==> config.mk <==
export PLATFORM = sky130hd
export DESIGN_NAME = ddr3_refresh_scheduler
export DESIGN_NICKNAME = d
export VERILOG_FILES = /design/src/rtl/ddr3_refresh_scheduler.sv
export SDC_FILE = /design/constraint.sdc
export NUM_CORES = 1
export LEC_CHECK = 0
export BUFFER_PORTS_ARGS = -buffer_cell sky130_fd_sc_hd__buf_4
export CORE_ASPECT_RATIO = 1.75
export CORE_UTILIZATION = 45
export CTS_CLUSTER_DIAMETER = 30
export DETAILED_ROUTE_END_ITERATION = 6
export PLACE_DENSITY_LB_ADDON = 0.12
export SYNTH_ARGS = -nofsm -noshare
export SYNTH_HDL_FRONTEND = slang
export SYNTH_SLANG_ARGS = --single-unit
==> constraint.sdc <==
create_clock -name clk -period 3.15 [get_ports clk]
set_clock_uncertainty 0.2 [all_clocks]
set_input_delay 0 -clock clk [delete_from_list [all_inputs] [get_ports clk]]
set_output_delay 0 -clock clk [all_outputs]
set_load 0.005 [all_outputs]
==> src/rtl/ddr3_refresh_scheduler.sv <==
`timescale 1ns/1ps
// DDR3 auto-refresh scheduler: tREFI ticks, owed-refresh bookkeeping and PRECHARGE ALL / REFRESH
// ownership of the command bus. Define REF_BURST_EN to chain owed REFRESHes behind one precharge.
module ddr3_refresh_scheduler #(
    parameter int TREFI_CYC    = 4875,
    parameter int TRP_CYC      = 10,
    parameter int TRFC_CYC     = 70,
    parameter int MAX_POSTPONE = 8,
    parameter int CNT_W        = 13
) (
    input  logic        clk,
    input  logic        resetbar,
    input  logic        ready,
    input  logic        ck,
    input  logic        cmd_req,
    input  logic        cmd_busy,
    output logic        cmd_grant,
    output logic        ref_active,
    output logic        csbar,
    output logic        rasbar,
    output logic        casbar,
    output logic        webar,
    output logic [2:0]  ba,
    output logic [12:0] a,
    output logic [3:0]  pending_cnt,
    output logic        ref_overflow
);

    typedef enum logic [2:0] {
        IDLE      = 3'd0,
        DRAIN     = 3'd1,
        PRE       = 3'd2,
        TRP_WAIT  = 3'd3,
        REF       = 3'd4,
        TRFC_WAIT = 3'd5
    } state_t;

    localparam logic [CNT_W-1:0] REFI_LAST = CNT_W'(TREFI_CYC - 1);
    localparam logic [CNT_W-1:0] TRP_LAST  = CNT_W'(TRP_CYC - 1);
    localparam logic [CNT_W-1:0] TRFC_LAST = CNT_W'(TRFC_CYC - 1);
    localparam logic [CNT_W-1:0] CNT_MAX   = {CNT_W{1'b1}};
    localparam logic [3:0]       PEND_URG  = 4'(MAX_POSTPONE);
    localparam logic [3:0]       PEND_SAT  = 4'(MAX_POSTPONE + 1);

    state_t           state;
    state_t           state_next;
    logic [CNT_W-1:0] refi_cnt;
    logic [CNT_W-1:0] tcnt;
    logic             tick;
    logic             guard;
    logic             urgent;
    logic             start_ref;
    logic             pre_launch;
    logic             ref_launch;
    logic             trp_done;
    logic             trfc_done;
    logic             burst_more;

    assign tick      = ready && (refi_cnt == REFI_LAST);
    assign urgent    = (pending_cnt >= PEND_URG);
    assign start_ref = ready && (pending_cnt != 4'd0) && (urgent || !cmd_req);
    assign trp_done  = (tcnt >= TRP_LAST);
    assign trfc_done = (tcnt >= TRFC_LAST);

`ifdef REF_BURST_EN
    assign burst_more = (pending_cnt != 4'd0);
`else
    assign burst_more = 1'b0;
`endif

    // tREFI interval timer; keeps running while a refresh sequence is in flight
    always_ff @(posedge clk or negedge resetbar) begin
        if (!resetbar) begin
            refi_cnt <= '0;
        end else if (!ready || tick) begin
            refi_cnt <= '0;
        end else begin
            refi_cnt <= refi_cnt + CNT_W'(1);
        end
    end

    always_ff @(posedge clk or negedge resetbar) begin
        if (!resetbar) begin
            pending_cnt  <= 4'd0;
            ref_overflow <= 1'b0;
        end else if (!ready) begin
            pending_cnt  <= 4'd0;
        end else begin
            if (tick && (pending_cnt == PEND_SAT)) begin
                ref_overflow <= 1'b1;
            end
            if (tick && !ref_launch && (pending_cnt != PEND_SAT)) begin
                pending_cnt <= pending_cnt + 4'd1;
            end else if (ref_launch && !tick) begin
                pending_cnt <= pending_cnt - 4'd1;
            end
        end
    end

    // guard covers the cycle between a grant and cmd_busy rising
    always_ff @(posedge clk or negedge resetbar) begin
        if (!resetbar) begin
            guard <= 1'b0;
        end else begin
            guard <= cmd_grant;
        end
    end

    // tRP / tRFC counter restarts on every launch
    always_ff @(posedge clk or negedge resetbar) begin
        if (!resetbar) begin
            tcnt <= '0;
        end else if (pre_launch || ref_launch) begin
            tcnt <= '0;
        end else if (tcnt != CNT_MAX) begin
            tcnt <= tcnt + CNT_W'(1);
        end
    end

    always_ff @(posedge clk or negedge resetbar) begin
        if (!resetbar) begin
            state <= IDLE;
        end else begin
            state <= state_next;
        end
    end

    // Launches only happen on ck=1 edges so each 2-cycle command straddles a ck rising edge
    always_comb begin
        state_next = state;
        pre_launch = 1'b0;
        ref_launch = 1'b0;
        if (!ready) begin
            state_next = IDLE;
        end else begin
            case (state)
                IDLE: begin
                    if (start_ref) state_next = DRAIN;
                end
                DRAIN: begin
                    if (!cmd_busy && !guard && ck) begin
                        state_next = PRE;
                        pre_launch = 1'b1;
                    end
                end
                PRE: begin
                    if (tcnt != '0) state_next = TRP_WAIT;
                end
                TRP_WAIT: begin
                    if (trp_done && ck) begin
                        state_next = REF;
                        ref_launch = 1'b1;
                    end
                end
                REF: begin
                    if (tcnt != '0) state_next = TRFC_WAIT;
                end
                TRFC_WAIT: begin
                    if (trfc_done) begin
                        if (burst_more) begin
                            if (ck) begin
                                state_next = REF;
                                ref_launch = 1'b1;
                            end
                        end else begin
                            state_next = IDLE;
                        end
                    end
                end
                default: state_next = IDLE;
            endcase
        end
    end

    always_comb begin
        cmd_grant  = ready && cmd_req && (state == IDLE) && !cmd_busy && !guard && !start_ref;
        ref_active = (state == PRE) || (state == TRP_WAIT) || (state == REF) || (state == TRFC_WAIT);
        csbar      = 1'b1;
        rasbar     = 1'b1;
        casbar     = 1'b1;
        webar      = 1'b1;
        ba         = 3'd0;
        a          = 13'd0;
        case (state)
            PRE: begin
                csbar  = 1'b0;
                rasbar = 1'b0;
                webar  = 1'b0;
                a[10]  = 1'b1;
            end
            REF: begin
                csbar  = 1'b0;
                rasbar = 1'b0;
                casbar = 1'b0;
            end
            default: ;
        endcase
    end

endmodule

==> qor.yml, run 1 <==
first_pass_iters: 4
timing.critical_path.fanout_max: 6
postLayoutCoreUtil_pct: 53.2
drt_wl_total_mm: 4.66
synth.lib_cells_used.distinct: 47
area_delta_synth_final_pct: 12.7
cp_common_cell: "sky130_fd_sc_hd__mux2i_1"
via_count: 1730
setup_slack_ps: 194
dpl.cell_count: 304
drv_slew: 0
insertedDiodeCount: 0
irDropWorstVdd_mv: 0.353
dp_hpwl_mm: 3.30
drcViolationCount: 0
post_layout_nonfiller_instances: 318
fillCellCount: 481
synthCells: 240
floorplan.die_area_um2: 5230
timing.slew.headroom_pct: 52.8
post-route-min-period_ps: 2960
crit_path_end_kind: "register"
global_route_wire_length_before_repair_mm: 7.77
track_usage_pct: 20.9
synth_area_per_cell_um2: 9.26
post-synth-top-count-cell: "sky130_fd_sc_hd__dfrtp_1"
status: "complete, but fails checks"
postSynth.asyncResetShare_pct: 100
cellLeakagePower_uw: 0.00114
crit_type: "register to register"
finish.net_count: 279
area_of_the_placeable_core_um2: 4710
synth_adder_area_share_pct: 4.84
synth_largest_type_area_fraction_pct: 39.4
synth_warnings: 0
violations: "hold timing"
yosys-mux-area-fraction_pct: 0.901
clock_latency_ps: 290
grt_setup_unrepaired: "false"
hold_path_class: "primary input to asynchronous set/reset pin"
route.detailed.vias_per_inst: 5.44
synthFlopType: "sky130_fd_sc_hd__dfrtp_1"
worst-slew-pin-transition_ps: 702
place.port_buffers: 17
synth_compound_gate_area_share_pct: 10.0
synth_xor_xnor_area_share_pct: 8.28
clk_path_buf_depth: 2
clock_pin_slew_on_the_worst_setup_and_hold_paths_ps: 70
post-route-period-util_pct: 93.8
timing.critical_path.slowest_cell_delay_ps: 580
startpoint_type: "register"
critical_path.slowest_cell: "sky130_fd_sc_hd__or4b_4"
gr_overflow_total: 0
die_y_um: 95.0
number_of_global_route_vias_before_repair: 1675
worst_ep_arrival_time_ps: 2970
final-setup-viol-count: 0
timing.fmax_ghz: 0.338
timing.critical_path.cells: "or4b_4, nor4_4, o31a_4, nand2_1, ha_1, a21o_1, a21oi_1, mux2i_1, mux2i_1"
htree_levels: 2
synth.cells.most_frequent: "35 x sky130_fd_sc_hd__dfrtp_1, 31 x sky130_fd_sc_hd__nor2_1, 17 x sky130_fd_sc_hd__buf_4"
grt_antenna_before_repair: 0
synth_largest_area_cell: "sky130_fd_sc_hd__dfrtp_1"
holdWs_ps: -4.97
sink_count_of_the_clock_tree: 35
die-width_um: 55.1
ant_nets: 0
power_density_nw_per_um2: 631
synth.ff_latch_count: 35
synth_top_cells_by_area: "sky130_fd_sc_hd__dfrtp_1 39%, sky130_fd_sc_hd__buf_4 5.7%, sky130_fd_sc_hd__xor2_1 5.5%"
tritoncts.num_buffers: 5
detailedRoute.firstIterationViolations: 26
path_delay_family: "simple AND/OR/NAND/NOR gates"
tritoncts: "yes"
synth_simple_gate_area_share_pct: 26.8
dominant_combinational_cell_family_by_area_after_synthesis: "simple AND/OR/NAND/NOR gates"
synth-seq-area-share_pct: 39.4
placement.setup.worst_slack_ps: 198
boundaryPins: 33
avgRoutedWirePerCell_um: 14.7
tns_ps: 0
initial_core_utilization_pct: 47.2
cap_violations: 0
netlist_area_um2: 2220
synth-edff-count: 0
cp_num_buf_inv: 0
gpl.final_weighted_congestion: 0.827
ctsRootBufferMaster: "sky130_fd_sc_hd__clkbuf_8"
grt_max_degree: 36
placement_rows: 33
cp.required_ps: 3160
finalHoldViolCount: 4
drive_gt1_share_pct: 15.4
-- kinds of logic (layout without fill, tap and decap cells) --
logic type / after synthesis / after routing
muxes: 2 / 2
xor gates and xnor gates: 21 / 21
other: 1 / 15
adders and majority gates: 8 / 8
AOI/OAI and AO/OA: 32 / 32
buffers and inverters: 35 / 47
and+or+nand+nor: 106 / 106
DFF: 35 / 35
-- worst paths after layout --
check	to	startpoint	cells after the start	slack [ps]
max	pending_cnt[3]$_DFFE_PN0P_	refi_cnt[7]$_DFF_PN0_	9	190
min	pending_cnt[1]$_DFFE_PN0P_	resetbar	2	-5
max reg2reg	pending_cnt[3]$_DFFE_PN0P_	refi_cnt[7]$_DFF_PN0_	9	190
min reg2reg	ref_overflow$_DFFE_PN0P_	ref_overflow$_DFFE_PN0P_	1	280
max in group asynchronous	state[0]$_DFFE_PN0P_	resetbar	2	2420
min in group clk	ref_overflow$_DFFE_PN0P_	ref_overflow$_DFFE_PN0P_	1	280
-- flip-flops by register name (all words and copies together), names as in the netlist --
signal        flops
guard             1
ref_overflow      1
state             3
pending_cnt       4
tcnt             13
refi_cnt         13
-- what timing repair did --
action	in CTS	in global routing
resized for setup	0	1
hold buffers	6	0
setup buffers	0	0
endpoints found under the hold margin	44	0
setup endpoints to repair	0	1
-- stage by stage --
step                power, µW  area, µm²
detailed placement       1200       2330
CTS                      1580       2500
global route             1720       2500
finish                   1580       2500
floorplan                1050       2270
global placement         1200       2330
-- power by group --
part / switching [µW] / total (µW) / internal [µW] / leakage [µW]
Combinational: 269 / 510 / 241 / 0.000623
Clock: 167 / 366 / 199 / 0.0000505
Sequential: 158 / 706 / 548 / 0.000465
Total: 594 / 1580 / 988 / 0.00114
-- final cells by class --
class	instances	area (µm²)	share of cell area [%]
timing repair buffer	28	225	8.99
clock buffer	7	96.3	3.85
sequential	35	876	35.0
inverter	11	41.3	1.65
tap	52	65.1	2.60
clock inverter	1	7.51	0.300
multi-input combinational	184	1190	47.7
-- cells in the final DEF, fill, tap and decap left out, types with 2 or more instances in the layout --
cell type and count:
sky130_fd_sc_hd__a31oi_1 3, sky130_fd_sc_hd__nand2b_1 4, sky130_fd_sc_hd__nand3_1 9, sky130_fd_sc_hd__clkbuf_8 7, sky130_fd_sc_hd__nand2_1 14, sky130_fd_sc_hd__nand3b_1 2
sky130_fd_sc_hd__or4b_4 2, sky130_fd_sc_hd__and3_1 3, sky130_fd_sc_hd__nor3_1 9, sky130_fd_sc_hd__dlygate4sd3_1 6, sky130_fd_sc_hd__and2_1 2, sky130_fd_sc_hd__nor4_1 3
sky130_fd_sc_hd__xor2_1 14, sky130_fd_sc_hd__o21ai_0 4, sky130_fd_sc_hd__or3_1 3, sky130_fd_sc_hd__nand4_1 10, sky130_fd_sc_hd__mux2i_1 2, sky130_fd_sc_hd__buf_4 22
sky130_fd_sc_hd__conb_1 15, sky130_fd_sc_hd__xnor2_1 7, sky130_fd_sc_hd__inv_1 11, sky130_fd_sc_hd__nor2_1 31, sky130_fd_sc_hd__a21o_1 2, sky130_fd_sc_hd__and4_1 4
sky130_fd_sc_hd__ha_1 7, sky130_fd_sc_hd__o31ai_1 5, sky130_fd_sc_hd__a21oi_1 10, sky130_fd_sc_hd__dfrtp_1 35
-- layer usage --
| layer | track usage [%] | share of wire (%) |
|---|---|---|
| met5 | 0 | 0 |
| met4 | 12.9 | 4.4 |
| met3 | 3.86 | 3.5 |
| met2 | 33.9 | 49 |
| met1 | 24.1 | 43 |
(Power assumes the default switching activity.)
==> inputs of run 2 (changes only) <==
==> constraint.sdc (replaced) <==
create_clock -name clk -period 2.85 [get_ports clk]
set_clock_uncertainty 0.2 [all_clocks]
set_input_delay 0 -clock clk [delete_from_list [all_inputs] [get_ports clk]]
set_output_delay 0 -clock clk [all_outputs]
set_load 0.005 [all_outputs]
==> qor.yml, run 2 (same netlist as run 1, synthesis figures left out) <==
area_of_the_placeable_core_um2: 4710
initial_core_utilization_pct: 47.2
cp_common_cell: "sky130_fd_sc_hd__mux2i_1"
timing.slew.headroom_pct: 63.9
cap_violations: 0
gr_overflow_total: 0
post-route-period-util_pct: 95.9
track_usage_pct: 21.6
route.detailed.vias_per_inst: 5.42
register_area_um2: 876
global_route_wire_length_before_repair_mm: 8.00
power_density_nw_per_um2: 670
cellLeakagePower_uw: 0.00127
tns_ps: 0
hold_path_class: "primary input to asynchronous set/reset pin"
worst-slew-pin-transition_ps: 538
worst_ep_arrival_time_ps: 2760
placement_rows: 33
insertedDiodeCount: 0
worst_r2r_endpoint: "pending_cnt[3]$_DFFE_PN0P_"
number_of_global_route_vias_before_repair: 1750
timing.critical_path.cells: "or4b_4, nor4_4, o31a_4, nand2_4, ha_4, a21o_1, a21oi_2, mux2i_1, mux2i_1"
timing.critical_path.slowest_cell_delay_ps: 560
tritoncts.num_buffers: 5
clock_pin_slew_on_the_worst_setup_and_hold_paths_ps: 80
via_count: 1860
final-setup-viol-count: 0
tritoncts: "yes"
timing.fmax_ghz: 0.366
cp.required_ps: 2870
place.port_buffers: 17
grt_antenna_before_repair: 0
critical_path_cell_count: 9
clk_path_buf_depth: 2
crit_path_start: "refi_cnt[10]$_DFF_PN0_"
dp_hpwl_mm: 3.47
grt_max_degree: 36
finish.net_count: 304
post-route-min-period_ps: 2730
finalHoldViolCount: 0
cp_num_buf_inv: 0
startpoint_type: "register"
drt_wl_total_mm: 4.97
holdWs_ps: 0.626
avgRoutedWirePerCell_um: 14.5
drcViolationCount: 0
drive_gt1_share_pct: 24.1
top_regs: "refi_cnt (13), tcnt (13), pending_cnt (4)"
sink_count_of_the_clock_tree: 35
critical_path.slowest_cell: "sky130_fd_sc_hd__or4b_4"
setup_slack_ps: 115
area_delta_synth_final_pct: 22.1
detailedRoute.firstIterationViolations: 46
die_y_um: 95.0
htree_levels: 2
timing.critical_path.fanout_max: 2
ant_nets: 0
status: "completed"
postLayoutCoreUtil_pct: 57.7
crit-reg2reg-launch: "refi_cnt[10]$_DFF_PN0_"
gpl.final_weighted_congestion: 0.766
ctsRootBufferMaster: "sky130_fd_sc_hd__clkbuf_8"
drv_slew: 0
multiInputGateArea_um2: 1230
irDropWorstVdd_mv: 0.411
floorplan.die_area_um2: 5230
crit_path_end_kind: "register"
boundaryPins: 33
fillCellCount: 448
crit_type: "register to register"
layout_commonest_cell: "sky130_fd_sc_hd__buf_4"
first_pass_iters: 4
report.power.total_uw: 1820
placement.setup.worst_slack_ps: 17.8
ff2ff_setup_slack_ps: 120
layout.cells.most_common_list: "47 x sky130_fd_sc_hd__buf_4, 35 x sky130_fd_sc_hd__dfrtp_1, 31 x sky130_fd_sc_hd__nor2_1, 15 x sky130_fd_sc_hd__conb_1, 14 x sky130_fd_sc_hd__xor2_1"
clock_latency_ps: 290
path_delay_family: "simple AND/OR/NAND/NOR gates"
reg2regPathDepth: 9
die-width_um: 55.1
worst_setup_path_endpoint: "pending_cnt[3]$_DFFE_PN0P_"
-- run 2: changes by cell type in the layout (fill, tap and decap cells not counted) --
cell	delta
sky130_fd_sc_hd__clkbuf_8	-2
sky130_fd_sc_hd__buf_4	+25
sky130_fd_sc_hd__nand2_4	+1
sky130_fd_sc_hd__a21oi_1	-1
sky130_fd_sc_hd__clkinv_2	+1
sky130_fd_sc_hd__ha_4	+2
sky130_fd_sc_hd__ha_1	-2
sky130_fd_sc_hd__clkinvlp_4	+1
sky130_fd_sc_hd__a21oi_2	+1
sky130_fd_sc_hd__nand2_1	-1
-- run 2: worst min-delay path by stage --
stage	startpoint	endpoint	slack, ps	cells after the start
3_5_place_dp	resetbar	pending_cnt[1]$_DFFE_PN0P_	-210	1
3_3_place_gp	resetbar	pending_cnt[1]$_DFFE_PN0P_	-210	1
5_1_grt	resetbar	refi_cnt[12]$_DFF_PN0_	50	2
6_report	resetbar	refi_cnt[12]$_DFF_PN0_	0.6	2
2_1_floorplan	resetbar	guard$_DFF_PN0_	-500	0
4_1_cts	resetbar	refi_cnt[12]$_DFF_PN0_	10	2
-- run 2: cell type report --
cell class	count	area share, %
Clock inverter	3	0.738
Inverter	11	1.52
Multi-Input combinational cell	184	45.3
Sequential cell	35	32.3
Clock buffer	5	2.54
Tap cell	52	2.40
Timing Repair Buffer	53	15.2
-- run 2: layer usage --
metal  share of wire (%)  global-route usage (%)  vias up
met5                   0                       0        -
met2                  54                    36.9       54
met1                  40                    24.4      885
met3                 3.5                    3.86       11
li1                    -                       -      910
met4                 2.8                    10.8        0
-- run 2: repair_timing --
action / 4_1_cts / 5_1_grt
cloned: 0 / 0
buffers inserted: 2 / 1
endpoints found under the setup margin: 1 / 1
hold buffers: 6 / 0
pin swaps: 1 / 6
resized for setup: 2 / 4
hold endpoints to repair: 44 / 0
-- run 2: stage by stage --
stage	cells	cell area (µm²)
2_1_floorplan	254	2270
3_3_place_gp	326	2500
3_5_place_dp	326	2500
4_1_cts	342	2670
5_1_grt	343	2710
6_report	343	2710
-- run 2: power by group --
group / switching, µW / internal (µW) / total, µW / leakage, µW
combinational: 374 / 348 / 722 / 0.000764
sequential: 123 / 606 / 728 / 0.000465
clock: 199 / 170 / 369 / 0.0000402
==> inputs of run 3 (changes only) <==
==> constraint.sdc (replaced) <==
create_clock -name clk -period 2.85 [get_ports clk]
set_clock_uncertainty 0.2 [all_clocks]
set_input_delay 0.7125 -clock clk [delete_from_list [all_inputs] [get_ports clk]]
set_output_delay 0.7125 -clock clk [all_outputs]
set_load 0.005 [all_outputs]
==> qor.yml, run 3 (same netlist as run 1, synthesis figures left out) <==
irDropWorstVdd_mv: 0.410
die-width_um: 55.1
cp.required_ps: 2870
postLayoutCoreUtil_pct: 56.4
dp_hpwl_mm: 3.47
grt_max_degree: 36
detailedRoute.firstIterationViolations: 42
clock_pin_slew_on_the_worst_setup_and_hold_paths_ps: 80
post-route-min-period_ps: 2730
worst-slew-pin-transition_ps: 562
avgRoutedWirePerCell_um: 14.2
postCtsHoldBufs: 0
drt_wl_total_mm: 4.78
gr_overflow_total: 0
sink_count_of_the_clock_tree: 35
power_density_nw_per_um2: 681
crit_path_start: "refi_cnt[10]$_DFF_PN0_"
layout_commonest_cell: "sky130_fd_sc_hd__buf_4"
finish.net_count: 298
track_usage_pct: 21.3
cap_violations: 0
layout.cells.most_common_list: "47 x sky130_fd_sc_hd__buf_4, 35 x sky130_fd_sc_hd__dfrtp_1, 31 x sky130_fd_sc_hd__nor2_1, 15 x sky130_fd_sc_hd__conb_1, 14 x sky130_fd_sc_hd__xor2_1"
first_pass_iters: 4
report.power.total_uw: 1810
grt_antenna_before_repair: 0
place.port_buffers: 17
drv_slew: 0
insertedDiodeCount: 0
top_regs: "refi_cnt (13), tcnt (13), pending_cnt (4)"
drcViolationCount: 0
ant_nets: 0
drive_gt1_share_pct: 24.6
area_delta_synth_final_pct: 19.4
post-route-period-util_pct: 95.8
hold_path_class: "primary input to asynchronous set/reset pin"
timing.slew.headroom_pct: 62.3
ctsRootBufferMaster: "sky130_fd_sc_hd__clkbuf_8"
number_of_global_route_vias_before_repair: 1715
placement_rows: 33
holdWs_ps: 167
gpl.final_weighted_congestion: 0.766
route.detailed.vias_per_inst: 5.41
cp_num_buf_inv: 0
floorplan.die_area_um2: 5230
timing.critical_path.slowest_cell_delay_ps: 560
crit_path_end_kind: "register"
worst_r2r_endpoint: "pending_cnt[3]$_DFFE_PN0P_"
reg2regPathDepth: 9
critical_path.slowest_cell: "sky130_fd_sc_hd__or4b_4"
area_of_the_placeable_core_um2: 4710
die_y_um: 95.0
boundaryPins: 33
tritoncts: "yes"
status: "completed"
crit_type: "register to register"
path_delay_family: "simple AND/OR/NAND/NOR gates"
via_count: 1822
crit-reg2reg-launch: "refi_cnt[10]$_DFF_PN0_"
startpoint_type: "register"
finalHoldViolCount: 0
global_route_wire_length_before_repair_mm: 7.87
clk_path_buf_depth: 2
ff2ff_setup_slack_ps: 120
cp_common_cell: "sky130_fd_sc_hd__mux2i_1"
timing.critical_path.fanout_max: 2
clock_latency_ps: 290
timing.fmax_ghz: 0.366
htree_levels: 2
worst_setup_path_endpoint: "pending_cnt[3]$_DFFE_PN0P_"
initial_core_utilization_pct: 47.2
tritoncts.num_buffers: 5
critical_path_cell_count: 9
worst_ep_arrival_time_ps: 2750
final-setup-viol-count: 0
timing.critical_path.cells: "or4b_4, nor4_4, o31a_4, nand2_4, ha_4, a21o_1, a21oi_2, mux2i_1, mux2i_1"
cellLeakagePower_uw: 0.00124
run 3: cell count changes in the layout (fill, tap and decap cells not counted):
cell,change
sky130_fd_sc_hd__dlygate4sd3_1,-6
run 3: area by class of cell:
| type | instances | area (µm²) |
|---|---|---|
| Clock buffer | 5 | 68.8 |
| Fill cell | 454 | 2050 |
| Tap cell | 52 | 65.1 |
| Inverter | 11 | 41.3 |
| Sequential cell | 35 | 876 |
| Multi-Input combinational cell | 184 | 1230 |
| Timing Repair Buffer | 47 | 353 |
| Clock inverter | 3 | 20.0 |
run 3: worst min-delay path by stage:
stage	start	end	cells past startpoint
4_1_cts	resetbar	refi_cnt[12]$_DFF_PN0_	1
3_5_place_dp	ref_overflow$_DFFE_PN0P_	ref_overflow$_DFFE_PN0P_	1
5_1_grt	resetbar	refi_cnt[12]$_DFF_PN0_	1
6_report	resetbar	refi_cnt[12]$_DFF_PN0_	1
2_1_floorplan	resetbar	guard$_DFF_PN0_	0
3_3_place_gp	ref_overflow$_DFFE_PN0P_	ref_overflow$_DFFE_PN0P_	1
run 3: per-stage QoR:
step	TNS, ps	setup slack (ps)	area, µm²	std cells
3_5_place_dp	0	17.8	2500	326
5_1_grt	-8.61	-8.61	2650	337
2_1_floorplan	0	30.4	2270	254
6_report	0	120	2650	337
4_1_cts	0	18.0	2610	336
3_3_place_gp	0	39.1	2500	326
run 3: report_power, final:
part,total (µW),switching [µW],internal (µW)
clock,368,198,170
sequential,729,123,606
combinational,709,368,341
total,1810,689,1120
run 3: metal layers:
layer	global-route usage (%)	wire, µm
met1	24.2	1880
met3	3.86	169
met5	0	0
met2	35.9	2580
met4	10.8	141
run 3: worst reg2reg max path: stages, from the launching register on:
cell	delay, ps
sky130_fd_sc_hd__dfrtp_1	380
sky130_fd_sc_hd__or4b_4	560
sky130_fd_sc_hd__nor4_4	320
sky130_fd_sc_hd__o31a_4	210
sky130_fd_sc_hd__nand2_4	50
sky130_fd_sc_hd__ha_4	220
sky130_fd_sc_hd__a21o_1	160
sky130_fd_sc_hd__a21oi_2	130
sky130_fd_sc_hd__mux2i_1	220
sky130_fd_sc_hd__mux2i_1	200
run 3: repair_timing:
action / 4_1_cts / 5_1_grt
setup endpoints to repair: 1 / 1
setup buffers: 2 / 1
gates resized for setup: 2 / 4
pin swaps: 1 / 6
